### config.mk
export PLATFORM = sky130hd
export DESIGN_NAME = data_path_p_flat
export DESIGN_NICKNAME = d
export VERILOG_FILES = /design/src/rtl/data_path_p_if.sv /design/src/rtl/data_path_p.sv /design/src/flat_wrapper.sv
export SDC_FILE = /design/constraint.sdc
export NUM_CORES = 1
export LEC_CHECK = 0
export ABC_AREA = 1
export BUFFER_PORTS_ARGS = -buffer_cell sky130_fd_sc_hd__buf_2
export CAP_MARGIN = 5
export CORE_ASPECT_RATIO = 0.9
export CORE_UTILIZATION = 58
export CTS_CLUSTER_SIZE = 40
export DETAILED_ROUTE_END_ITERATION = 8
export PLACE_DENSITY = 0.81
export SYNTH_ARGS = -nofsm -noshare
export SYNTH_HDL_FRONTEND = slang
export SYNTH_SLANG_ARGS = --single-unit
### constraint.sdc
create_clock -name clk -period 3.3 [get_ports clk]
set_input_delay 0.33 -clock clk [delete_from_list [all_inputs] [get_ports clk]]
set_output_delay 0.33 -clock clk [all_outputs]
set_load 0.03 [all_outputs]
### src/rtl/data_path_p_if.sv
// data_path_p_if: control strobes, operand inputs and observable outputs of the datapath
interface data_path_p_if #(
  parameter int WIDTH = 8,
  parameter int NREGS = 4,
  parameter int RSW   = $clog2(NREGS)
);
  logic [2:0]       bus1_sel;
  logic [1:0]       bus2_sel;
  logic [WIDTH-1:0] isr1_in;
  logic [WIDTH-1:0] isr2_in;
  logic [WIDTH-1:0] arg_in;
  logic [WIDTH-1:0] data_ram;
  logic             load_pc;
  logic             inc_pc;
  logic             load_ir;
  logic             load_y;
  logic             load_z;
  logic             load_addr;
  logic             gprf_we;
  logic [RSW-1:0]   gprf_wsel;
  logic [RSW-1:0]   gprf_rsel;
  logic             push;
  logic             pop;
  logic [2:0]       alu_select;
  logic [1:0]       fpga_select;
  logic [WIDTH-1:0] address;
  logic [WIDTH-1:0] ir_out;
  logic [WIDTH-1:0] data_to_ram;
  logic [WIDTH-1:0] fpga_out;
  logic [3:0]       alu_flags;
  logic [3:0]       flags_out;
  logic             stk_ovf;
  logic             stk_unf;

  modport master (
    output bus1_sel, bus2_sel, isr1_in, isr2_in, arg_in, data_ram,
           load_pc, inc_pc, load_ir, load_y, load_z, load_addr,
           gprf_we, gprf_wsel, gprf_rsel, push, pop, alu_select, fpga_select,
    input  address, ir_out, data_to_ram, fpga_out, alu_flags, flags_out, stk_ovf, stk_unf
  );

  modport slave (
    input  bus1_sel, bus2_sel, isr1_in, isr2_in, arg_in, data_ram,
           load_pc, inc_pc, load_ir, load_y, load_z, load_addr,
           gprf_we, gprf_wsel, gprf_rsel, push, pop, alu_select, fpga_select,
    output address, ir_out, data_to_ram, fpga_out, alu_flags, flags_out, stk_ovf, stk_unf
  );
endinterface

### src/rtl/data_path_p.sv
// data_path_p: two-bus datapath with ALU, PC/IR/Y/Z/address registers, GPR file and stack pointer
module data_path_p #(
  parameter int WIDTH       = 8,
  parameter int NREGS       = 4,
  parameter int STACK_DEPTH = 16
) (
  input logic         clk,
  input logic         rst,
  data_path_p_if.slave bus
);
  localparam int M  = WIDTH - 1;
  localparam int CW = $clog2(STACK_DEPTH + 1);

  logic [WIDTH-1:0] r_pc, r_ir, r_y, r_addr, r_sp;
  logic [3:0]       r_z;
  logic [CW-1:0]    r_cnt;
  logic             r_ovf, r_unf;
  logic [WIDTH-1:0] r_gpr [NREGS];
  logic [WIDTH-1:0] w_bus1, w_bus2, w_alu;
  logic             w_c, w_v;

  // Bus_1 source mux
  always_comb begin
    case (bus.bus1_sel)
      3'd0:    w_bus1 = r_gpr[bus.gprf_rsel];
      3'd1:    w_bus1 = bus.isr1_in;
      3'd2:    w_bus1 = bus.isr2_in;
      3'd3:    w_bus1 = bus.arg_in;
      3'd4:    w_bus1 = r_pc;
      3'd5:    w_bus1 = r_ir;
      3'd6:    w_bus1 = r_sp;
      default: w_bus1 = r_y;
    endcase
  end

  assign w_bus2 = bus.bus2_sel == 2'd0 ? w_alu :
                  bus.bus2_sel == 2'd1 ? w_bus1 :
                  bus.bus2_sel == 2'd2 ? bus.data_ram : '0;

  // ALU with A = Y, B = Bus_1; carry doubles as no-borrow on subtract and shifted-out bit on shifts
  always_comb begin
    w_alu = '0;
    w_c   = 1'b0;
    w_v   = 1'b0;
    case (bus.alu_select)
      3'd0: begin
        {w_c, w_alu} = {1'b0, r_y} + {1'b0, w_bus1};
        w_v = (r_y[M] == w_bus1[M]) && (w_alu[M] != r_y[M]);
      end
      3'd1: begin
        w_alu = r_y - w_bus1;
        w_c   = r_y >= w_bus1;
        w_v   = (r_y[M] != w_bus1[M]) && (w_alu[M] != r_y[M]);
      end
      3'd2:    w_alu = r_y & w_bus1;
      3'd3:    w_alu = r_y | w_bus1;
      3'd4:    w_alu = r_y ^ w_bus1;
      3'd5:    w_alu = ~w_bus1;
      3'd6:    {w_c, w_alu} = {r_y, 1'b0};
      default: {w_alu, w_c} = {1'b0, r_y};
    endcase
  end

  assign bus.alu_flags   = {w_v, w_alu[M], w_c, w_alu == '0};
  assign bus.data_to_ram = w_bus1;
  assign bus.address     = r_addr;
  assign bus.ir_out      = r_ir;
  assign bus.flags_out   = r_z;
  assign bus.stk_ovf     = r_ovf;
  assign bus.stk_unf     = r_unf;
  assign bus.fpga_out    = !rst                    ? '0 :
                           bus.fpga_select == 2'd0 ? r_pc :
                           bus.fpga_select == 2'd1 ? w_alu :
                           bus.fpga_select == 2'd2 ? r_gpr[NREGS-1] :
                                                     {{(WIDTH-4){1'b0}}, r_z};

  // Special registers; load_pc wins over inc_pc
  always_ff @(posedge clk or negedge rst) begin
    if (!rst) begin
      r_pc   <= '0;
      r_ir   <= '0;
      r_y    <= '0;
      r_z    <= '0;
      r_addr <= '0;
    end else begin
      if (bus.load_pc) r_pc <= w_bus2;
      else if (bus.inc_pc) r_pc <= r_pc + 1'b1;
      if (bus.load_ir) r_ir <= w_bus2;
      if (bus.load_y) r_y <= w_bus2;
      if (bus.load_z) r_z <= bus.alu_flags;
      if (bus.load_addr) r_addr <= w_bus2;
    end
  end

  // General-purpose register file, written from Bus_2
  always_ff @(posedge clk or negedge rst) begin
    if (!rst) begin
      for (int i = 0; i < NREGS; i++) r_gpr[i] <= '0;
    end else if (bus.gprf_we) begin
      r_gpr[bus.gprf_wsel] <= w_bus2;
    end
  end

  // Downward-growing stack pointer with occupancy count and sticky error flags
  always_ff @(posedge clk or negedge rst) begin
    if (!rst) begin
      r_sp  <= '1;
      r_cnt <= '0;
      r_ovf <= 1'b0;
      r_unf <= 1'b0;
    end else if (bus.push && !bus.pop) begin
      if (r_cnt == CW'(STACK_DEPTH)) r_ovf <= 1'b1;
      else begin
        r_sp  <= r_sp - 1'b1;
        r_cnt <= r_cnt + 1'b1;
      end
    end else if (bus.pop && !bus.push) begin
      if (r_cnt == '0) r_unf <= 1'b1;
      else begin
        r_sp  <= r_sp + 1'b1;
        r_cnt <= r_cnt - 1'b1;
      end
    end
  end
endmodule

### src/flat_wrapper.sv
// flat-port wrapper written by rule: the top's interface ports become plain ports
module data_path_p_flat 
#(
  parameter int WIDTH       = 8,
  parameter int NREGS       = 4,
  parameter int STACK_DEPTH = 16
)
  (clk, rst, bus_bus1_sel, bus_bus2_sel, bus_isr1_in, bus_isr2_in, bus_arg_in, bus_data_ram, bus_load_pc, bus_inc_pc, bus_load_ir, bus_load_y, bus_load_z, bus_load_addr, bus_gprf_we, bus_gprf_wsel, bus_gprf_rsel, bus_push, bus_pop, bus_alu_select, bus_fpga_select, bus_address, bus_ir_out, bus_data_to_ram, bus_fpga_out, bus_alu_flags, bus_flags_out, bus_stk_ovf, bus_stk_unf);
  data_path_p_if #(.WIDTH(WIDTH), .NREGS(NREGS)) bus_i ();
  input logic clk;
  input logic rst;
  input wire logic [$bits(bus_i.bus1_sel)-1:0] bus_bus1_sel;
  input wire logic [$bits(bus_i.bus2_sel)-1:0] bus_bus2_sel;
  input wire logic [$bits(bus_i.isr1_in)-1:0] bus_isr1_in;
  input wire logic [$bits(bus_i.isr2_in)-1:0] bus_isr2_in;
  input wire logic [$bits(bus_i.arg_in)-1:0] bus_arg_in;
  input wire logic [$bits(bus_i.data_ram)-1:0] bus_data_ram;
  input wire logic [$bits(bus_i.load_pc)-1:0] bus_load_pc;
  input wire logic [$bits(bus_i.inc_pc)-1:0] bus_inc_pc;
  input wire logic [$bits(bus_i.load_ir)-1:0] bus_load_ir;
  input wire logic [$bits(bus_i.load_y)-1:0] bus_load_y;
  input wire logic [$bits(bus_i.load_z)-1:0] bus_load_z;
  input wire logic [$bits(bus_i.load_addr)-1:0] bus_load_addr;
  input wire logic [$bits(bus_i.gprf_we)-1:0] bus_gprf_we;
  input wire logic [$bits(bus_i.gprf_wsel)-1:0] bus_gprf_wsel;
  input wire logic [$bits(bus_i.gprf_rsel)-1:0] bus_gprf_rsel;
  input wire logic [$bits(bus_i.push)-1:0] bus_push;
  input wire logic [$bits(bus_i.pop)-1:0] bus_pop;
  input wire logic [$bits(bus_i.alu_select)-1:0] bus_alu_select;
  input wire logic [$bits(bus_i.fpga_select)-1:0] bus_fpga_select;
  output wire logic [$bits(bus_i.address)-1:0] bus_address;
  output wire logic [$bits(bus_i.ir_out)-1:0] bus_ir_out;
  output wire logic [$bits(bus_i.data_to_ram)-1:0] bus_data_to_ram;
  output wire logic [$bits(bus_i.fpga_out)-1:0] bus_fpga_out;
  output wire logic [$bits(bus_i.alu_flags)-1:0] bus_alu_flags;
  output wire logic [$bits(bus_i.flags_out)-1:0] bus_flags_out;
  output wire logic [$bits(bus_i.stk_ovf)-1:0] bus_stk_ovf;
  output wire logic [$bits(bus_i.stk_unf)-1:0] bus_stk_unf;
  assign bus_i.bus1_sel = bus_bus1_sel;
  assign bus_i.bus2_sel = bus_bus2_sel;
  assign bus_i.isr1_in = bus_isr1_in;
  assign bus_i.isr2_in = bus_isr2_in;
  assign bus_i.arg_in = bus_arg_in;
  assign bus_i.data_ram = bus_data_ram;
  assign bus_i.load_pc = bus_load_pc;
  assign bus_i.inc_pc = bus_inc_pc;
  assign bus_i.load_ir = bus_load_ir;
  assign bus_i.load_y = bus_load_y;
  assign bus_i.load_z = bus_load_z;
  assign bus_i.load_addr = bus_load_addr;
  assign bus_i.gprf_we = bus_gprf_we;
  assign bus_i.gprf_wsel = bus_gprf_wsel;
  assign bus_i.gprf_rsel = bus_gprf_rsel;
  assign bus_i.push = bus_push;
  assign bus_i.pop = bus_pop;
  assign bus_i.alu_select = bus_alu_select;
  assign bus_i.fpga_select = bus_fpga_select;
  assign bus_address = bus_i.address;
  assign bus_ir_out = bus_i.ir_out;
  assign bus_data_to_ram = bus_i.data_to_ram;
  assign bus_fpga_out = bus_i.fpga_out;
  assign bus_alu_flags = bus_i.alu_flags;
  assign bus_flags_out = bus_i.flags_out;
  assign bus_stk_ovf = bus_i.stk_ovf;
  assign bus_stk_unf = bus_i.stk_unf;
  data_path_p #(.WIDTH(WIDTH), .NREGS(NREGS), .STACK_DEPTH(STACK_DEPTH)) u_core (.clk(clk), .rst(rst), .bus(bus_i));
endmodule
Word level (Yosys, flattened, before mapping)
Cells that the tools add are included.

$add $sub $neg: 7. $lt $le $gt $ge: 4. Equal/unequal tests: 23. Muxes and demuxes: 27. Bitwise operators: 7. Reduce and logical (&&, ||, !) cells: 19.

Operators by type and width (number): 2-to-1 mux 8 bit (16); one-hot mux 8 bit (7 select lines) (2); bitwise mux 32 bit (1); 2-to-1 mux 5 bit (4); == test 3 bit (second input constant) (6); adder 8 x 1 -> 8 bit (second input constant) (2); binary-select mux 8 bit (select 2 bit) (1); demux 8 bit (select 2 bit) (1); == test 3 x 2 -> 1 bit (second input constant) (4); adder 8 x 8 -> 9 bit (1); AND 8 bit (1); >= comparator 8 bit (1); logical NOT 8 bit (1); inverter 8 bit (1); bitwise OR 8 bit (1); subtractor 8 x 1 -> 8 bit (second input constant) (1); subtractor 8 bit (1); bitwise XOR 8 bit (1); == test 3 x 1 -> 1 bit (second input constant) (2); >= comparator 3 bit (second input constant) (2); logical NOT 3 bit (2); inverter 2 -> 3 bit (2); AND reduction 3 bit (2); adder 5 x 1 -> 5 bit (second input constant) (1); other kinds (19) (30).

Register bits: 83. Input port bits: 57. Output and inout bits: 42.

Depth between registers and ports, before layout
Gate-level depths: netlist of the first run.

Word-level depth: 10. Depth in mapped cells: 27.

Least setup slack after synthesis of the first run
No wires, ideal clock.

Path type: input to output. Start point: in bus_bus1_sel[0]. End point: out bus_alu_flags[0]. Arrival time: 3.334 ns. Required time: 2.970 ns. Slack: -0.364 ns. Stages: 18. Cell sequence: buf_6 > nor3_2 > nand2_1 > nand3_1 > nand2_1 > inv_1 > ha_1 > inv_1 > fa_1 > inv_1 > nand4_1 > nand3_1 > nand2_1 > nand3_1 > nand3_1 > nand2_2 > nand2_1 > nor3_1.

Longest elaborated chain between the ends: 5. Elaborated cells between the ends (all ways): 16. Those cells by class: add/sub (2); eq/ne (6); mux (2); bitwise (4); reduce/logical (2).

Ends and longest elaborated chain: from (decl) (RTL line flat_wrapper.sv:12) `input wire logic [$bits(bus_i.bus1_sel)-1:0] bus_bus1_sel;`; == test 3 bit (tied with other cells) (RTL line data_path_p.sv:24) `case (bus.bus1_sel)`; one-hot mux 8 bit (7 select lines) * (RTL line data_path_p.sv:24); via bus_data_to_ram[0] (RTL line flat_wrapper.sv:33) `output wire logic [$bits(bus_i.data_to_ram)-1:0] bus_data_to_ram;`; subtractor 8 bit (tied with other cells) (RTL line data_path_p.sv:51) `w_alu = r_y - w_bus1;`; one-hot mux 8 bit (7 select lines) * (RTL line data_path_p.sv:45) `case (bus.alu_select)`; logical NOT 8 bit * (RTL line data_path_p.sv:64) `assign bus.alu_flags = {w_v, w_alu[M], w_c, w_alu == '0};`; to (decl) (RTL line flat_wrapper.sv:35) `output wire logic [$bits(bus_i.alu_flags)-1:0] bus_alu_flags;`.

Mark *: on every way through the listed nets, which the timed path passes. The rest lies on a longest branch.

Final worst setup path of the first run
Start point: reg u_core.r_sp[0]. End point: out bus_fpga_out[4].

Longest elaborated chain between the ends: 6. Elaborated cells between the ends (all ways): 7. Those cells by class: add/sub (2); mux (5).

Ends and longest elaborated chain: from (decl) (RTL line data_path_p.sv:14) `logic [WIDTH-1:0] r_pc, r_ir, r_y, r_addr, r_sp;`; from (signal assigned) (RTL line data_path_p.sv:114) `r_sp <= r_sp - 1'b1;`; from (signal assigned) (RTL line data_path_p.sv:120) `r_sp <= r_sp + 1'b1;`; one-hot mux 8 bit (7 select lines) * (RTL line data_path_p.sv:24); subtractor 8 bit / adder 8 x 8 -> 9 bit (equally long branches) (RTL line data_path_p.sv:51, data_path_p.sv:47); one-hot mux 8 bit (7 select lines) * (RTL line data_path_p.sv:45); 2-to-1 mux 8 bit * (RTL line data_path_p.sv:73) `bus.fpga_select == 2'd1 ? w_alu :`; 2-to-1 mux 8 bit * (RTL line data_path_p.sv:72) `bus.fpga_select == 2'd0 ? r_pc :`; 2-to-1 mux 8 bit * (RTL line data_path_p.sv:71) `assign bus.fpga_out = !rst ? '0 :`; to (decl) (RTL line flat_wrapper.sv:34) `output wire logic [$bits(bus_i.fpga_out)-1:0] bus_fpga_out;`.

Mark *: on every way between the ends. The rest lies on a longest branch, timed or not.

==> results of run 1 <==
==> cell usage after synthesis, types with 7 or more instances <==
master / count / area, sq um
nor3_1: 12 / 60.06
ha_1: 36 / 450.4
nor2_1: 75 / 281.5
nand2_2: 7 / 43.79
nand4_1: 20 / 125.1
inv_2: 7 / 26.28
xor2_1: 13 / 113.9
a21oi_1: 31 / 155.2
o21ai_0: 66 / 330.3
nand2_1: 388 / 1456
dfrtp_1: 75 / 1877
clkbuf_1: 8 / 30.03
dfstp_2: 8 / 210.2
nand3_1: 54 / 270.3
inv_1: 129 / 484.2
==> stage by stage <==
stage          power (mW)  util (%)  cell area, sq um  hold slack, ns  instances
6_report            5.267     81.86              8960          0.2462       1374
5_1_grt             5.539     81.86              8960          0.2857       1374
4_1_cts             4.857     77.31              8462          0.2451       1350
3_5_place_dp        3.538     71.26              7800          0.2381       1312
3_3_place_gp        3.497     71.26              7800          0.2412       1312
2_1_floorplan       2.770         -              6628         0.03441       1003
==> where the power goes <==
group	leakage (nW)	internal [mW]	switching (mW)
clock	0.152	0.662	0.438
sequential	1.05	1.29	0.203
combinational	3.63	1.11	1.56
==> metal layers <==
layer	track usage, %	wire length, um	up-vias
met3	6.935	2269	125
met5	0	0	-
met1	50.90	9512	3624
met4	16.28	1149	0
met2	61.26	10860	514
li1	-	-	3608
==> how the worst max path moves through the flow <==
stage	cells past startpoint	slack (ns)	endpoint
floorplan	18	-0.12	bus_alu_flags[0]
global placement	22	-0.17	bus_alu_flags[0]
detailed placement	22	-0.18	bus_alu_flags[0]
CTS	16	-0.08	bus_fpga_out[2]
global route	22	-0.50	bus_fpga_out[4]
finish	22	-0.34	bus_fpga_out[4]
==> worst min-delay path, stage by stage <==
cell	delay [ns]
buf_2	0.12
nand2_1	0.06
nand2_1	0.05
==> registers in the layout, indices dropped and copies added, names as in the netlist <==
name	cells
u_core.r_cnt	5
u_core.bus.stk_ovf	1
u_core.r_sp	8
u_core.r_pc	8
u_core.r_gpr	32
u_core.bus.flags_out	4
u_core.bus.ir_out	8
u_core.bus.address	8
u_core.bus.stk_unf	1
u_core.r_y	8
==> timing repair <==
action                                  4_1_cts  5_1_grt
gates resized for setup                      55      105
endpoints found under the hold margin        12        0
endpoints found under the setup margin       11       13
hold buffers                                  1        0
pin swaps                                    16       57
setup buffers                                22       25
==> cell families (layout without fill, tap and decap cells) <==
| logic type | after synthesis | after routing |
|---|---|---|
| compound gates | 127 | 127 |
| xor+xnor | 15 | 15 |
| fa+ha+maj | 40 | 40 |
| buf+inv | 161 | 380 |
| flops | 83 | 83 |
| simple gates | 577 | 577 |
==> layout make-up <==
cell class / count / area (sq um) / share of cell area, %
clock inverter: 6 / 90.09 / 1.005
multi-input combinational: 759 / 4263 / 47.58
sequential: 83 / 2087 / 23.29
timing repair buffer: 229 / 1575 / 17.58
clock buffer: 9 / 225.2 / 2.514
inverter: 136 / 529.3 / 5.907
tap: 152 / 190.2 / 2.123
==> impl_metrics.prom, run 1 <==
# TYPE chip_impl_metric gauge
chip_impl_info{name="cp-end-kind",value="output pin"} 1
chip_impl_metric{name="cts_num_sinks",unit=""} 83
chip_impl_info{name="hold_path.class",value="input pin to flop"} 1
chip_impl_metric{name="maxCapViolCount",unit=""} 0
chip_impl_metric{name="area_growth_syn_to_layout",unit="%"} 35.80
chip_impl_metric{name="die_width",unit="um"} 114.4
chip_impl_metric{name="worst-endpoint-required",unit="ns"} 2.97
chip_impl_info{name="timing.setup.critical_path_class",value="flop to output pin"} 1
chip_impl_info{name="violations",value="negative setup slack"} 1
chip_impl_info{name="critical_path.slowest_cell",value="dfstp_2"} 1
chip_impl_metric{name="clk-insertion-delay-late",unit="ns"} 0.35
chip_impl_metric{name="initial_standard_cell_utilization_of_the_core",unit="%"} 60.28
chip_impl_metric{name="route.detailed.wl_per_inst",unit="um"} 17.31
chip_impl_metric{name="post_synth_instance_area",unit="sq mm"} 0.006598
chip_impl_metric{name="synth_area_per_cell",unit="sq um"} 6.578
chip_impl_metric{name="globalplace.congestion",unit=""} 0.9843
chip_impl_metric{name="setup_ws",unit="ns"} -0.3389
chip_impl_metric{name="num_io_pins",unit=""} 99
chip_impl_metric{name="max-vdd-ir-drop",unit="mV"} 0.4237
chip_impl_metric{name="synth_enable_flop_cells",unit=""} 0
chip_impl_metric{name="ys_ff_latch",unit=""} 83
chip_impl_info{name="grt_setup_unrepaired",value="yes"} 1
chip_impl_info{name="synth_top_family_by_area",value="simple AND/OR/NAND/NOR gates"} 1
chip_impl_info{name="outcome",value="complete, but fails checks"} 1
chip_impl_metric{name="cts_buffers",unit=""} 9
chip_impl_metric{name="synth.lib_cells_used.distinct",unit=""} 44
chip_impl_metric{name="finish.net_count",unit=""} 1315
chip_impl_metric{name="ff2ff_setup_slack",unit="ns"} 0.07
chip_impl_metric{name="htreeDepth",unit=""} 3
chip_impl_info{name="worstSetupStartpoint",value="u_core.r_sp[0]"} 1
chip_impl_metric{name="detail_route.vias_per_cell",unit=""} 5.729
chip_impl_metric{name="dp_hpwl",unit="um"} 15690
chip_impl_metric{name="fp-row-count",unit=""} 36
chip_impl_metric{name="post-route-drc-count",unit=""} 0
chip_impl_metric{name="setup_viol_count_final",unit=""} 10
chip_impl_metric{name="mappedNetlistNets",unit=""} 1100
chip_impl_metric{name="first_global_vias",unit=""} 6911
chip_impl_metric{name="pre_cts_slack",unit="ns"} -0.1822
chip_impl_metric{name="max_clock_freq",unit="MHz"} 274.8
chip_impl_info{name="crit-reg2reg-capture",value="u_core.r_sp[6]"} 1
chip_impl_metric{name="grt_pass1_wl",unit="um"} 34160
chip_impl_metric{name="detailedRoute.firstIterationViolations",unit=""} 960
chip_impl_metric{name="final_layout_size_suffix_gt1_share",unit="%"} 31.83
chip_impl_info{name="commonest_non_fill_non_tap_cell_in_the_layout",value="nand2_1"} 1
chip_impl_metric{name="first_pass_iters",unit=""} 9
chip_impl_metric{name="grt-ovfl-total",unit=""} 0
chip_impl_metric{name="synth_cells",unit=""} 1003
chip_impl_metric{name="cellLeakagePower",unit="nW"} 4.832
chip_impl_metric{name="wirelength",unit="um"} 23790
chip_impl_metric{name="hold_path_depth",unit=""} 3
chip_impl_metric{name="synthesized_area_fraction_occupied_by_xor_and_xnor_cells",unit="%"} 1.991
chip_impl_metric{name="timing.slew.headroom",unit="%"} 43.89
chip_impl_metric{name="cts.path.max_buffers",unit=""} 2
chip_impl_info{name="tritoncts",value="done"} 1
chip_impl_metric{name="antenna_cells_inserted",unit=""} 0
chip_impl_metric{name="cp_max_fo",unit=""} 4
chip_impl_metric{name="min_period_over_period",unit="%"} 110.3
chip_impl_metric{name="fp.coreArea",unit="sq mm"} 0.01095
chip_impl_metric{name="synth.mux.area_fraction",unit="%"} 0
chip_impl_info{name="critical_path.startpoint_type",value="flop"} 1
chip_impl_metric{name="grt_start_max_net_pins",unit=""} 68
chip_impl_metric{name="post_synth_and_or_nand_nor_area_fraction",unit="%"} 37.13
chip_impl_metric{name="setup-tns-final",unit="ns"} -1.414
chip_impl_info{name="hold_path_startpoint",value="bus_load_z"} 1
chip_impl_metric{name="synthAdderAreaFrac",unit="%"} 8.041
chip_impl_info{name="mostFrequentLayoutCells",value="365 x nand2_1, 128 x buf_4, 108 x inv_1"} 1
chip_impl_info{name="critPathTopFamily",value="simple AND/OR/NAND/NOR gates"} 1
chip_impl_metric{name="route.vias.total",unit=""} 7871
chip_impl_metric{name="drt.antenna.violating_nets",unit=""} 0
chip_impl_metric{name="clk_transition_reported_paths",unit="ns"} 0.06
chip_impl_info{name="worstPathCellList",value="inv_2, o21ai_1, nor2_1, nand3_2, nand2_2, inv_4, buf_6, ha_4, inv_2, fa_2, inv_2, nand3_2, nand2_2, xor2_1, nor2_1, nor2_1, nand2_1, nand2_2, inv_2, nand2_2, a31oi_2, buf_6"} 1
chip_impl_metric{name="filler_cell_count",unit=""} 713
chip_impl_metric{name="synth-async-reset-ratio",unit="%"} 100.0
chip_impl_metric{name="timing_worst_slew_pin_value",unit="ns"} 0.8416
chip_impl_metric{name="timing.reg2reg.worst_path_depth",unit=""} 20
chip_impl_metric{name="synth_compound_gate_area_share",unit="%"} 11.13
chip_impl_metric{name="delay_of_the_slowest_critical_path_stage",unit="ns"} 0.55
chip_impl_metric{name="antenna_found_initial",unit=""} 0
chip_impl_metric{name="die_height",unit="um"} 103.2
chip_impl_info{name="ctsRootBufferMaster",value="clkbuf_16"} 1
chip_impl_metric{name="power-per-cell-area",unit="mW/mm^2"} 587.8
chip_impl_metric{name="yosys_warnings",unit=""} 0
chip_impl_info{name="worst_hold_path.endpoint",value="u_core.bus.flags_out[1]"} 1
chip_impl_metric{name="arrival",unit="ns"} 3.31
chip_impl_metric{name="final.setup_skew",unit="ns"} 0.01197
chip_impl_metric{name="grt.total_usage",unit="%"} 38.02
chip_impl_metric{name="hold_viol_final",unit=""} 0
chip_impl_metric{name="final_period_minus_worst_setup_slack",unit="ns"} 3.639
chip_impl_metric{name="fp.dieArea",unit="sq mm"} 0.01181
chip_impl_info{name="ys.flop_type",value="dfrtp_1"} 1
chip_impl_info{name="rr_startpoint",value="u_core.r_sp[0]"} 1
chip_impl_metric{name="synth_seq_area_share",unit="%"} 31.63
chip_impl_metric{name="numPortBuffers",unit=""} 98
chip_impl_metric{name="drv_slew",unit=""} 0
chip_impl_metric{name="crit_buf_inv",unit=""} 7
(Power assumes the default switching activity.)
==> run 2, diff against run 1 <==
==> constraint.sdc (replaced) <==
create_clock -name clk -period 3.9 [get_ports clk]
set_input_delay 0.39 -clock clk [delete_from_list [all_inputs] [get_ports clk]]
set_output_delay 0.39 -clock clk [all_outputs]
set_load 0.03 [all_outputs]
==> run 2 against run 1 <==
  * The flow now finishes without violations
  * Combinational power down 40%
  * Sequential share of layout area up 4.0 points
  * Power down 28%
  * Utilization down 12 points
  * Sequential power down 15%
  * Setup slack better by 0.49 ns
  * Register-to-register slack better by 0.66 ns
  * Highest routed layer unchanged
==> impl_metrics.prom, run 2 (same netlist as run 1, synthesis figures left out) <==
# TYPE chip_impl_metric gauge
chip_impl_info{name="hold_path.class",value="input pin to flop"} 1
chip_impl_metric{name="die_width",unit="um"} 114.4
chip_impl_metric{name="fin_area",unit="sq mm"} 0.007644
chip_impl_info{name="outcome",value="completed"} 1
chip_impl_metric{name="drt.antenna.violating_nets",unit=""} 0
chip_impl_metric{name="maxCapViolCount",unit=""} 0
chip_impl_metric{name="max_clock_freq",unit="MHz"} 266.6
chip_impl_metric{name="numPortBuffers",unit=""} 98
chip_impl_metric{name="clock_power_share",unit="%"} 24.4
chip_impl_metric{name="drv_slew",unit=""} 0
chip_impl_metric{name="first_pass_iters",unit=""} 6
chip_impl_metric{name="detail_route.vias_per_cell",unit=""} 5.404
chip_impl_metric{name="route.vias.total",unit=""} 6825
chip_impl_metric{name="min_period_over_period",unit="%"} 96.19
chip_impl_metric{name="dp_hpwl",unit="um"} 14930
chip_impl_metric{name="final_period_minus_worst_setup_slack",unit="ns"} 3.751
chip_impl_info{name="tritoncts",value="done"} 1
chip_impl_metric{name="final.setup_skew",unit="ns"} 0.01455
chip_impl_metric{name="power_frac_comb",unit="%"} 42.3
chip_impl_metric{name="final_layout_size_suffix_gt1_share",unit="%"} 17.01
chip_impl_metric{name="post-route-drc-count",unit=""} 0
chip_impl_metric{name="power-per-cell-area",unit="mW/mm^2"} 493.5
chip_impl_info{name="timing.setup.critical_path_class",value="input pin to output pin"} 1
chip_impl_metric{name="cellLeakagePower",unit="nW"} 4.232
chip_impl_metric{name="clk_transition_reported_paths",unit="ns"} 0.07
chip_impl_metric{name="fp-row-count",unit=""} 36
chip_impl_info{name="critical_path.startpoint_type",value="input pin"} 1
chip_impl_metric{name="wirelength",unit="um"} 19700
chip_impl_metric{name="cts_buffers",unit=""} 9
chip_impl_metric{name="placed_cells",unit=""} 1245
chip_impl_info{name="cpMostUsedCell",value="nand2_1"} 1
chip_impl_metric{name="grt-ovfl-total",unit=""} 0
chip_impl_metric{name="post_dp_cell_area",unit="sq mm"} 0.007254
chip_impl_info{name="max_flop_register",value="u_core.r_gpr"} 1
chip_impl_metric{name="netSwitchingPower",unit="mW"} 1.622
chip_impl_metric{name="timing.slew.headroom",unit="%"} 20.19
chip_impl_metric{name="delay_of_the_slowest_critical_path_stage",unit="ns"} 0.43
chip_impl_metric{name="finish.net_count",unit=""} 1203
chip_impl_metric{name="antenna_found_initial",unit=""} 0
chip_impl_metric{name="max-vdd-ir-drop",unit="mV"} 0.3963
chip_impl_metric{name="arrival",unit="ns"} 3.36
chip_impl_metric{name="cts.path.max_buffers",unit=""} 2
chip_impl_metric{name="num_io_pins",unit=""} 99
chip_impl_metric{name="grt_start_max_net_pins",unit=""} 65
chip_impl_metric{name="cts_num_sinks",unit=""} 83
chip_impl_metric{name="sw_ratio",unit="%"} 43.00
chip_impl_metric{name="antenna_cells_inserted",unit=""} 0
chip_impl_metric{name="grt.total_usage",unit="%"} 35.08
chip_impl_metric{name="post_layout_nonfiller_instances",unit=""} 1263
chip_impl_metric{name="filler_cell_count",unit=""} 950
chip_impl_metric{name="final.hold.worst_slack",unit="ns"} 0.2779
chip_impl_metric{name="area_growth_syn_to_layout",unit="%"} 15.85
chip_impl_info{name="commonest_non_fill_non_tap_cell_in_the_layout",value="nand2_1"} 1
chip_impl_metric{name="hold_viol_final",unit=""} 0
chip_impl_metric{name="timing_worst_slew_pin_value",unit="ns"} 1.188
chip_impl_metric{name="clk-insertion-delay-late",unit="ns"} 0.35
chip_impl_metric{name="die_height",unit="um"} 103.2
chip_impl_metric{name="post-layout-total-power",unit="mW"} 3.772
chip_impl_info{name="ctsRootBufferMaster",value="clkbuf_16"} 1
chip_impl_metric{name="globalplace.congestion",unit=""} 1.010
chip_impl_metric{name="first_global_vias",unit=""} 6206
chip_impl_info{name="worstPathCellList",value="buf_2, inv_2, nand3_2, nor2_1, nor2_1, nand3_1, nand2_1, inv_1, ha_1, inv_1, nand2_1, nand2_1, a21oi_1, nand2_1, nand2_1, nand3_1, nand4_1, nand2_1, a31oi_1, buf_2"} 1
chip_impl_metric{name="seq_power_share",unit="%"} 33.3
chip_impl_metric{name="p_int",unit="mW"} 2.150
chip_impl_info{name="mostFrequentLayoutCells",value="388 x nand2_1, 125 x inv_1, 93 x buf_2"} 1
chip_impl_metric{name="setup_viol_count_final",unit=""} 0
chip_impl_metric{name="worst-endpoint-required",unit="ns"} 3.51
chip_impl_metric{name="initial_standard_cell_utilization_of_the_core",unit="%"} 60.28
chip_impl_metric{name="largest_reg_flops",unit=""} 32
chip_impl_metric{name="grt_pass1_wl",unit="um"} 31660
chip_impl_info{name="critical_path.slowest_cell",value="ha_1"} 1
chip_impl_metric{name="route.detailed.wl_per_inst",unit="um"} 15.59
chip_impl_metric{name="htreeDepth",unit=""} 3
chip_impl_metric{name="fp.coreArea",unit="sq mm"} 0.01095
chip_impl_metric{name="cp_max_fo",unit=""} 12
chip_impl_metric{name="detailedRoute.firstIterationViolations",unit=""} 709
chip_impl_metric{name="setup-tns-final",unit="ns"} 0
chip_impl_info{name="cp-end-kind",value="output pin"} 1
chip_impl_metric{name="fp.dieArea",unit="sq mm"} 0.01181
-- run 2: changes by cell type in the layout (fill, tap and decap cells not counted), sizes merged --
cell | before | now
buf | 225 | 114
clkbuf | 12 | 11
inv | 136 | 139
clkinv | 2 | 1
bufinv | 2 | 1
-- run 2: final timing paths --
check	from	end	slack, ns	cells past startpoint
hold / removal	bus_load_z	u_core.bus.flags_out[3]	0.28	3
setup / recovery	bus_bus1_sel[2]	bus_fpga_out[7]	0.15	20
max in group asynchronous	rst	u_core.r_y[1]	2.22	3
hold reg to reg	u_core.bus.stk_unf	u_core.bus.stk_unf	0.47	1
min in group asynchronous	rst	u_core.r_gpr[5]	0.57	2
setup reg to reg	u_core.r_sp[0]	u_core.bus.ir_out[4]	0.73	22
-- run 2: power by group through the flow --
stage               registers [mW]  logic [mW]  clock network, mW
floorplan                     1.30        1.04                  0
global placement              1.26        1.51                  0
detailed placement            1.26        1.53                  0
CTS                           1.25        1.55              0.932
global route                  1.28        1.78              0.963
finish                        1.26        1.60              0.920
-- run 2: metrics by stage --
step | worst slack [ns] | util, %
2_1_floorplan | 0.1162 | -
3_3_place_gp | 0.2027 | 66.28
3_5_place_dp | 0.1455 | 66.28
4_1_cts | 0.1380 | 69.28
5_1_grt | -0.00008593 | 69.83
6_report | 0.1487 | 69.83
-- run 2: area by class of cell --
| type | count | area [sq um] | area share, % |
|---|---|---|---|
| inverters | 136 | 514.2 | 6.728 |
| well taps | 152 | 190.2 | 2.488 |
| flip-flops and latches | 83 | 2087 | 27.30 |
| clock buffers | 9 | 225.2 | 2.946 |
| multi-input cells | 759 | 3885 | 50.83 |
| repair buffers | 117 | 648.1 | 8.479 |
| clock inverters | 7 | 93.84 | 1.228 |
-- run 2: worst max-delay path, delay by kind of cell --
kind / cells / cell delay, ns
AND/OR/NAND/NOR: 12 / 1.33
AO/OA/AOI/OAI: 2 / 0.37
adder cells (fa/ha/maj): 1 / 0.43
buffers and inverters: 5 / 0.83
-- run 2: metal layers --
layer | up-vias | wire (um) | track usage [%]
met1 | 3065 | 8832 | 50.11
met4 | 0 | 420 | 9.890
met5 | - | 0 | 0
li1 | 3373 | - | -
met2 | 353 | 8591 | 54.78
met3 | 34 | 1851 | 6.643
-- run 2: what timing repair did --
action                                  in CTS  in global routing
resized for setup                            0                 19
hold buffers                                 1                  0
endpoints found under the hold margin       19                  0
endpoints found under the setup margin       0                  8
buffers inserted                             0                  1
